$ cat config.mk
export PLATFORM = sky130hd
export DESIGN_NAME = fifo_wr_arbiter
export DESIGN_NICKNAME = d
export VERILOG_FILES = /design/src/rtl/fifo_arb_pkg.sv /design/src/rtl/rr_pick.sv /design/src/rtl/fifo_wr_arbiter.sv
export SDC_FILE = /design/constraint.sdc
export NUM_CORES = 1
export LEC_CHECK = 0
export CORE_MARGIN = 2
export CORE_UTILIZATION = 37
export CTS_BUF_LIST = sky130_fd_sc_hd__clkbuf_8
export CTS_CLUSTER_SIZE = 12
export DETAILED_ROUTE_END_ITERATION = 10
export PLACE_DENSITY = 0.92
export SLEW_MARGIN = 25
export SYNTH_ARGS = -nofsm -noshare
export SYNTH_HDL_FRONTEND = slang
export SYNTH_SLANG_ARGS = --single-unit
$ cat constraint.sdc
create_clock -name clk -period 3.1 [get_ports clk]
set_input_delay 0.31 -clock clk [delete_from_list [all_inputs] [get_ports clk]]
set_output_delay 0.31 -clock clk [all_outputs]
set_load 0.02 [all_outputs]
$ cat src/rtl/fifo_arb_pkg.sv
// Shared types and defaults for the FIFO write-port arbiter, plus a
// round-robin scan helper usable from behavioural code.
package fifo_arb_pkg;

  typedef enum logic {ARB_IDLE, ARB_BURST} arb_state_e;

  localparam int DEF_NUM_REQ    = 4;
  localparam int DEF_DATA_WIDTH = 8;
  localparam int DEF_BURST_MAX  = 4;

  // First set bit of mask after base, wrapping modulo n; base itself is last. -1 if none.
  function automatic int rr_next(input int base, input logic [31:0] mask, input int n);
    for (int k = 1; k <= n; k++) begin
      int idx;
      idx = (base + k) % n;
      if (mask[idx]) return idx;
    end
    return -1;
  endfunction

endpackage

$ cat src/rtl/rr_pick.sv
// Rotating-priority picker: lowest-numbered set bit of mask starting just
// after base, wrapping around so base itself has the lowest priority.
module rr_pick #(
  parameter int NUM_REQ  = 4,
  parameter int ID_WIDTH = $clog2(NUM_REQ)
) (
  input  logic [NUM_REQ-1:0]  mask_i,
  input  logic [ID_WIDTH-1:0] base_i,
  output logic                found_o,
  output logic [ID_WIDTH-1:0] idx_o
);

  logic [2*NUM_REQ-1:0] w_dbl;
  logic [NUM_REQ-1:0]   w_win;
  logic [ID_WIDTH:0]    w_sh_amt;
  logic [ID_WIDTH:0]    w_sum;
  logic [ID_WIDTH-1:0]  w_off;

  assign w_dbl    = {mask_i, mask_i};
  assign w_sh_amt = (ID_WIDTH+1)'(base_i) + (ID_WIDTH+1)'(1);
  assign w_win    = NUM_REQ'(w_dbl >> w_sh_amt);

  always_comb begin
    found_o = 1'b0;
    w_off   = '0;
    for (int i = NUM_REQ-1; i >= 0; i--) begin
      if (w_win[i]) begin
        found_o = 1'b1;
        w_off   = ID_WIDTH'(i);
      end
    end
  end

  // Offset is relative to base+1; fold back into range with one subtraction.
  assign w_sum = w_sh_amt + (ID_WIDTH+1)'(w_off);
  assign idx_o = (w_sum >= (ID_WIDTH+1)'(NUM_REQ)) ? ID_WIDTH'(w_sum - (ID_WIDTH+1)'(NUM_REQ))
                                                    : ID_WIDTH'(w_sum);

endmodule

$ cat src/rtl/fifo_wr_arbiter.sv
// Round-robin arbiter with per-grant burst quota sharing one fifo_fwft write
// port among NUM_REQ valid/ready producers; zero-latency pass-through.
module fifo_wr_arbiter
  import fifo_arb_pkg::*;
#(
  parameter int NUM_REQ    = DEF_NUM_REQ,
  parameter int DATA_WIDTH = DEF_DATA_WIDTH,
  parameter int BURST_MAX  = DEF_BURST_MAX,
  parameter int ID_WIDTH   = $clog2(NUM_REQ),
  parameter int CNT_WIDTH  = $clog2(BURST_MAX+1)
) (
  input  logic                                clk,
  input  logic                                rst_n,
  input  logic [NUM_REQ-1:0]                  req_valid_i,
  input  logic [NUM_REQ-1:0][DATA_WIDTH-1:0]  req_data_i,
  output logic [NUM_REQ-1:0]                  req_ready_o,
  output logic                                fifo_wen_o,
  output logic [DATA_WIDTH-1:0]               fifo_wdata_o,
  input  logic                                fifo_full_i,
  output logic                                grant_vld_o,
  output logic [ID_WIDTH-1:0]                 grant_id_o
);

  arb_state_e           r_state, w_state_nxt;
  logic [ID_WIDTH-1:0]  r_owner, w_owner_nxt;
  logic [CNT_WIDTH-1:0] r_cnt, w_cnt_nxt;

  logic                 w_found, w_keep, w_gvld, w_xfer;
  logic [ID_WIDTH-1:0]  w_pick, w_sel;

  rr_pick #(.NUM_REQ(NUM_REQ), .ID_WIDTH(ID_WIDTH)) u_pick (
    .mask_i  (req_valid_i),
    .base_i  (r_owner),
    .found_o (w_found),
    .idx_o   (w_pick)
  );

  // Owner keeps the port while it still has data and quota left.
  assign w_keep = (r_state == ARB_BURST) && req_valid_i[r_owner] &&
                  (r_cnt < CNT_WIDTH'(BURST_MAX));
  assign w_sel  = w_keep ? r_owner : w_pick;
  assign w_gvld = w_keep | w_found;
  assign w_xfer = w_gvld & ~fifo_full_i & rst_n;

  assign grant_vld_o  = w_gvld;
  assign grant_id_o   = w_gvld ? w_sel : r_owner;
  assign fifo_wen_o   = w_xfer;
  assign fifo_wdata_o = req_data_i[grant_id_o];

  always_comb begin
    req_ready_o = '0;
    if (w_xfer) req_ready_o[w_sel] = 1'b1;
  end

  always_comb begin
    w_state_nxt = r_state;
    w_owner_nxt = r_owner;
    w_cnt_nxt   = r_cnt;
    if (w_xfer) begin
      if (w_keep) begin
        w_cnt_nxt = r_cnt + CNT_WIDTH'(1);
      end else begin
        w_owner_nxt = w_sel;
        w_cnt_nxt   = CNT_WIDTH'(1);
      end
      w_state_nxt = ARB_BURST;
      // Quota exhausted: force a rotation on the next cycle.
      if (w_cnt_nxt == CNT_WIDTH'(BURST_MAX)) begin
        w_state_nxt = ARB_IDLE;
        w_cnt_nxt   = '0;
      end
    end else if (!w_gvld) begin
      w_state_nxt = ARB_IDLE;
      w_cnt_nxt   = '0;
    end
  end

  always_ff @(posedge clk) begin
    if (!rst_n) begin
      r_state <= ARB_IDLE;
      r_owner <= ID_WIDTH'(NUM_REQ-1);
      r_cnt   <= '0;
    end else begin
      r_state <= w_state_nxt;
      r_owner <= w_owner_nxt;
      r_cnt   <= w_cnt_nxt;
    end
  end

endmodule

# == After elaboration in Yosys (flattened, before gate mapping) ==
# Cells that the tools add are included.
# op_classes
n_shift,1
n_lt_le_gt_ge,6
reduce_logical,4
add_sub_neg,4
bitwise_logic,5
muxes,26
n_eq_ne,2
# ops
op,count
$bmux 8 s2,1
$mux 3,5
$mux 2,7
$lt 2x3->1 const B,3
$mux 1,9
$mux 8,1
$shr 8x3->4,1
$mux 4,1
$add 2x1->3 const B,1
$add 3x1->3 const B,1
$add 3x2->3,1
$eq 3x3->1 const B,1
$ge 3x3->1 const B,1
$logic_and 1x1->1,3
$lt 3x3->1 const B,1
$and 1x1->1,2
$bmux 1 s2,1
$demux 1 s2,1
$ge 2x1->1 const B,1
$ne 2x2->1 const B,1
$not 1->1,2
$reduce_and 2->1,1
$sub 2x1->2 const B,1
$or 1x1->1,1
# word_totals
elab_cells,51
output_inout_bits,16
input_bits,39
register_bits,6

# == Logic depth before layout (Yosys ltp) ==
# depth
word_depth,15
ltp_mapped,10
depth_no_buf,9

# == Hierarchy ==
# Synthesis repeated with hierarchy kept, for this count alone.
# hier_totals
hier_cells,116
area_unflattened_um2,989.7
# modules_own_cells
mod,area_per_inst_um2,cells_each,seq_area_each_um2,n_inst
fifo_wr_arbiter,814.5,90,120.1,1
rr_pick,175.2,26,0.0,1

# == Worst setup path after synthesis ==
# OpenSTA, ideal clock, no wires.
# synth_timing
path_kind,reg-to-output
startpoint,register r_owner[0]
endpoint,output fifo_wdata_o[0]
required_time_ns,2.790
stages_incl_launch_ff,9
n_path_buf,1
slack_ns,0.180
t_arrival_ns,2.610
path_cell_list,dfxtp_1 -> buf_2 -> nor2_1 -> a221o_2 -> a221oi_1 -> ha_1 -> a31o_2 -> inv_2 -> mux4_1
# synth_between
elab_chain_len,13
elab_cells_between_ends,23
classes_between,3 x add/sub; 1 x order compare; 1 x shift; 15 x mux; 1 x bitwise; 2 x reduce/logical
# synth_rtl
element,line_no,source
from (decl),fifo_wr_arbiter.sv:25,"logic [ID_WIDTH-1:0] r_owner, w_owner_nxt;"
from (signal assigned),fifo_wr_arbiter.sv:81,r_owner <= ID_WIDTH'(NUM_REQ-1);
from (signal assigned),fifo_wr_arbiter.sv:85,r_owner <= w_owner_nxt;
$add 2x1->3,rr_pick.sv:20,assign w_sh_amt = (ID_WIDTH+1)'(base_i) + (ID_WIDTH+1)'(1);
$shr 8x3->4,rr_pick.sv:21,assign w_win = NUM_REQ'(w_dbl >> w_sh_amt);
$mux 2 (4 in series),rr_pick.sv:27,if (w_win[i]) begin
$add 3x2->3,rr_pick.sv:35,assign w_sum = w_sh_amt + (ID_WIDTH+1)'(w_off);
$ge 3x3->1 or $sub 2x1->2 (tied branches),rr_pick.sv:36,assign idx_o = (w_sum >= (ID_WIDTH+1)'(NUM_REQ)) ? ID_WIDTH'(w_sum - (ID_WIDTH+1)'(NUM_REQ))
$mux 2,rr_pick.sv:36,
$mux 2,fifo_wr_arbiter.sv:41,assign w_sel = w_keep ? r_owner : w_pick;
$mux 2 *,fifo_wr_arbiter.sv:46,assign grant_id_o = w_gvld ? w_sel : r_owner;
via grant_id_o[0],fifo_wr_arbiter.sv:21,output logic [ID_WIDTH-1:0] grant_id_o
$bmux 8 s2 *,fifo_wr_arbiter.sv:48,assign fifo_wdata_o = req_data_i[grant_id_o];
$mux 8 (implied by the code) *,fifo_wr_arbiter.sv:48,
to (decl),fifo_wr_arbiter.sv:18,"output logic [DATA_WIDTH-1:0] fifo_wdata_o,"
# The timed path passes the listed nets; every way through them passes the cells marked *. The select of a mux whose other input is x is not followed.

# == Final worst setup path ==
# layout_timing
startpoint,register r_owner[0]
endpoint,output fifo_wdata_o[4]
# layout_between
elab_chain_len,13
elab_cells_between_ends,23
classes_between,3 x add/sub; 1 x order compare; 1 x shift; 15 x mux; 1 x bitwise; 2 x reduce/logical
# layout_rtl
element,line_no
$add 2x1->3,rr_pick.sv:20
$shr 8x3->4,rr_pick.sv:21
$mux 2 (4 in series),rr_pick.sv:27
$add 3x2->3,rr_pick.sv:35
$ge 3x3->1 or $sub 2x1->2 (tied branches),rr_pick.sv:36
$mux 2,rr_pick.sv:36
$mux 2,fifo_wr_arbiter.sv:41
$mux 2 *,fifo_wr_arbiter.sv:46
$bmux 8 s2 *,fifo_wr_arbiter.sv:48
$mux 8 (implied by the code) *,fifo_wr_arbiter.sv:48
# Every way passes the cells marked *; elsewhere a longest branch is shown, timed or not. The select of a mux whose other input is x is not followed.

==> flow_summary_export.csv <==
group,metric,value,unit
worst_setup_path,cp.required,2.79,ns
die,dieArea,2700,um2
worst_setup_path,crit_type,"flip-flop to output pin",
timing,tightestPinTransition,0.322,ns
power,swShare,0.381,
grt,grt_pass1_wl,4.88,mm
finish,drive_above_1_share,0.331,
power,leakagePower,0.717,nW
synthesis,synth_area_per_cell,9.14,um2
finish,fillers,138,
power,combPwrFrac,0.701,
finish,layout.nets,209,
synthesis,synth_warnings,0,
timing,grt_setup_unrepaired,"no",
worst_setup_path,end_kind,"output pin",
worst_hold_path,whs_path_depth,2,
placed_design,io_buffers,54,
placed_design,dp_hpwl,2.43,mm
cts,cts_root_buf,"clkbuf_8",
timing,finalSetupViolCount,0,
detailed_routing,ant_nets,0,
finish,finish.utilization,0.741,
synthesis,ys_ff_latch,6,
finish,syn2layout_area_growth,91.2,%
timing,fmax,334,MHz
detailed_routing,initialDrtViolationCount,26,
grt,grt-ovfl-total,0,
cts,hold_buffers,0,
finish,seq_area,124,um2
synthesis,yosysSeqAreaShare,0.141,
synthesis,synth_nets,134,
finish,final_common_cell,"clkdlybuf4s50_1",
detailed_routing,dr.pass1.iters,4,
cts,cts_tree,"yes",
synthesis,yosys.cell_types.count,34,
timing,post-route-period-util,0.967,
grt,antenna_found_initial,0,
grt,grt_use_total,0.244,
die,io_pins,55,
job,max_cap_viol_count,0,
cts,cts_buffers,3,
power,intPower,0.416,mW
timing,setup_tns,0,ns
timing,relSlewSlack,0.783,
synthesis,syn_inst,93,
worst_hold_path,hp-class,"flip-flop to flip-flop",
cts,clk_path_buf_depth,2,
finish,num_antenna_cells,0,
synthesis,synth_area,850,um2
worst_setup_path,crit_fanout,4,
worst_setup_path,start_kind,"flip-flop",
cts,clock_sinks,6,
placed_design,routabilityCongestion,0.860,
die,core,2190,um2
timing,final-hold-violation-count,0,
cts,htreeDepth,1,
die,die_w,51.9,um
cts,insertion_delay,0.22,ns
detailed_routing,route.detailed.drc,0,
grt,grt_pass1_vias,1044,
power,peakVddDrop,460,uV
cts,clk_pin_slew,0.03,ns
timing,fin_skew,0.00206,ns
power,clkPwrFrac,0.168,
worst_setup_path,reg2reg_depth,10,
power,seq_power_share,0.131,
timing,drv_slew,0,
die,die_y,51.9,um
die,core.rowCount,17,
finish,multiInputGateArea,707,um2
worst_setup_path,crit_arrival,2.69,ns
die,start_util,0.388,
status,status,"finished clean",
detailed_routing,routedWlPerCell,17.6,um
detailed_routing,routed_via_density,5.76,
timing,period_needed,3.00,ns
finish,final_cell_mix,"37 x clkdlybuf4s50_1, 15 x buf_4, 10 x nor2_1, 9 x nand2_1, 7 x dlygate4sd2_1",
detailed_routing,dr_total_vias,1118,
grt,grt_max_degree,12,
power,p_per_area,414,nW/um2
detailed_routing,wl,3.42,mm
power,net-switching-power,0.256,mW
through the flow:
| stage | hold WS (ns) | setup WS [ns] | cell area, um2 | instances | power (mW) |
|---|---|---|---|---|---|
| after floorplan | 0.372 | 0.180 | 850 | 93 | 0.334 |
| after global placement | 0.469 | -0.515 | 1480 | 183 | 0.508 |
| after detailed placement | 0.486 | -0.571 | 1480 | 183 | 0.519 |
| after CTS | 0.495 | -0.000307 | 1570 | 189 | 0.649 |
| after global routing | 0.548 | 0.00661 | 1620 | 194 | 0.707 |
| final | 0.492 | 0.102 | 1620 | 194 | 0.672 |
worst paths after layout:
path              start              end  slack [ns]
min            r_cnt[1]         r_cnt[1]        0.49
min reg2reg    r_cnt[1]         r_cnt[1]        0.49
max          r_owner[0]  fifo_wdata_o[4]        0.10
max reg2reg  r_owner[1]       r_owner[1]        0.91
Yosys cell counts:
master | n | area [um2]
nor2_1 | 12 | 45.0
nand2_1 | 10 | 37.5
mux4_1 | 8 | 210
a21oi_1 | 6 | 30.0
dfxtp_1 | 6 | 120
inv_1 | 5 | 18.8
nor3_1 | 5 | 25.0
o211ai_1 | 4 | 30.0
and3_1 | 3 | 18.8
buf_2 | 3 | 15.0
o21ai_0 | 3 | 15.0
ha_1 | 2 | 25.0
mux2_1 | 2 | 22.5
nand3_1 | 2 | 10.0
nor2b_1 | 2 | 12.5
xnor2_1 | 2 | 17.5
a21boi_0 | 1 | 7.51
a21oi_4 | 1 | 16.3
a221o_2 | 1 | 11.3
a221oi_1 | 1 | 8.76
a31o_2 | 1 | 8.76
buf_12 | 1 | 20.0
buf_6 | 1 | 11.3
inv_2 | 1 | 3.75
nand2b_1 | 1 | 6.26
nand3_2 | 1 | 10.0
nor2b_4 | 1 | 13.8
nor3b_1 | 1 | 7.51
nor4_1 | 1 | 6.26
o211ai_2 | 1 | 12.5
o21ai_1 | 1 | 5.00
o21ai_2 | 1 | 8.76
or3_4 | 1 | 11.3
xnor2_4 | 1 | 27.5
power groups by stage:
stage	sequential [mW]	combinational [mW]	clock, mW
6_report	0.0880	0.471	0.113
5_1_grt	0.0879	0.495	0.124
4_1_cts	0.0874	0.445	0.117
3_5_place_dp	0.0880	0.431	0
3_3_place_gp	0.0873	0.421	0
2_1_floorplan	0.0862	0.248	0
what timing repair did:
action | CTS | global route
setup buffers | 3 | 5
cloned | 0 | 1
gates resized for setup | 47 | 24
endpoints found under the hold margin | 0 | 0
pin swaps | 8 | 8
endpoints found under the setup margin | 14 | 9
per-layer routing:
layer	GRT usage	up-vias	share of wire
met5	0	-	0
met4	0.0702	0	0.025
met3	0.0632	13	0.12
met2	0.470	90	0.52
met1	0.254	514	0.33
li1	-	501	-
layout make-up:
type,instances,share of cell area
Clock buffer,3,0.0254
Timing Repair Buffer,74,0.421
Timing Repair inverter,1,0.00385
Multi-Input combinational cell,76,0.435
Inverter,6,0.0169
Tap cell,28,0.0216
Sequential cell,6,0.0763
sequential cells by signal (all words and copies together) (netlist names):
register and count:
r_cnt 3, r_owner 2, r_state 1
cell families after synthesis:
kind of cell    count (synthesis)  share of synthesized area
simple gates                   40                      0.240
mux                            10                      0.274
flops                           6                      0.141
fa+ha+maj                       2                     0.0295
xor+xnor                        3                     0.0530
compound gates                 21                      0.181
buf+inv                        11                     0.0810
critical path: stages, from the launching register on:
cell,delay (ns)
dfxtp_4,0.35
inv_2,0.07
nor2_1,0.05
a221o_2,0.35
a221oi_2,0.27
ha_2,0.33
a31o_4,0.25
inv_4,0.09
mux4_1,0.54
buf_4,0.17
(Power assumes the default switching activity.)
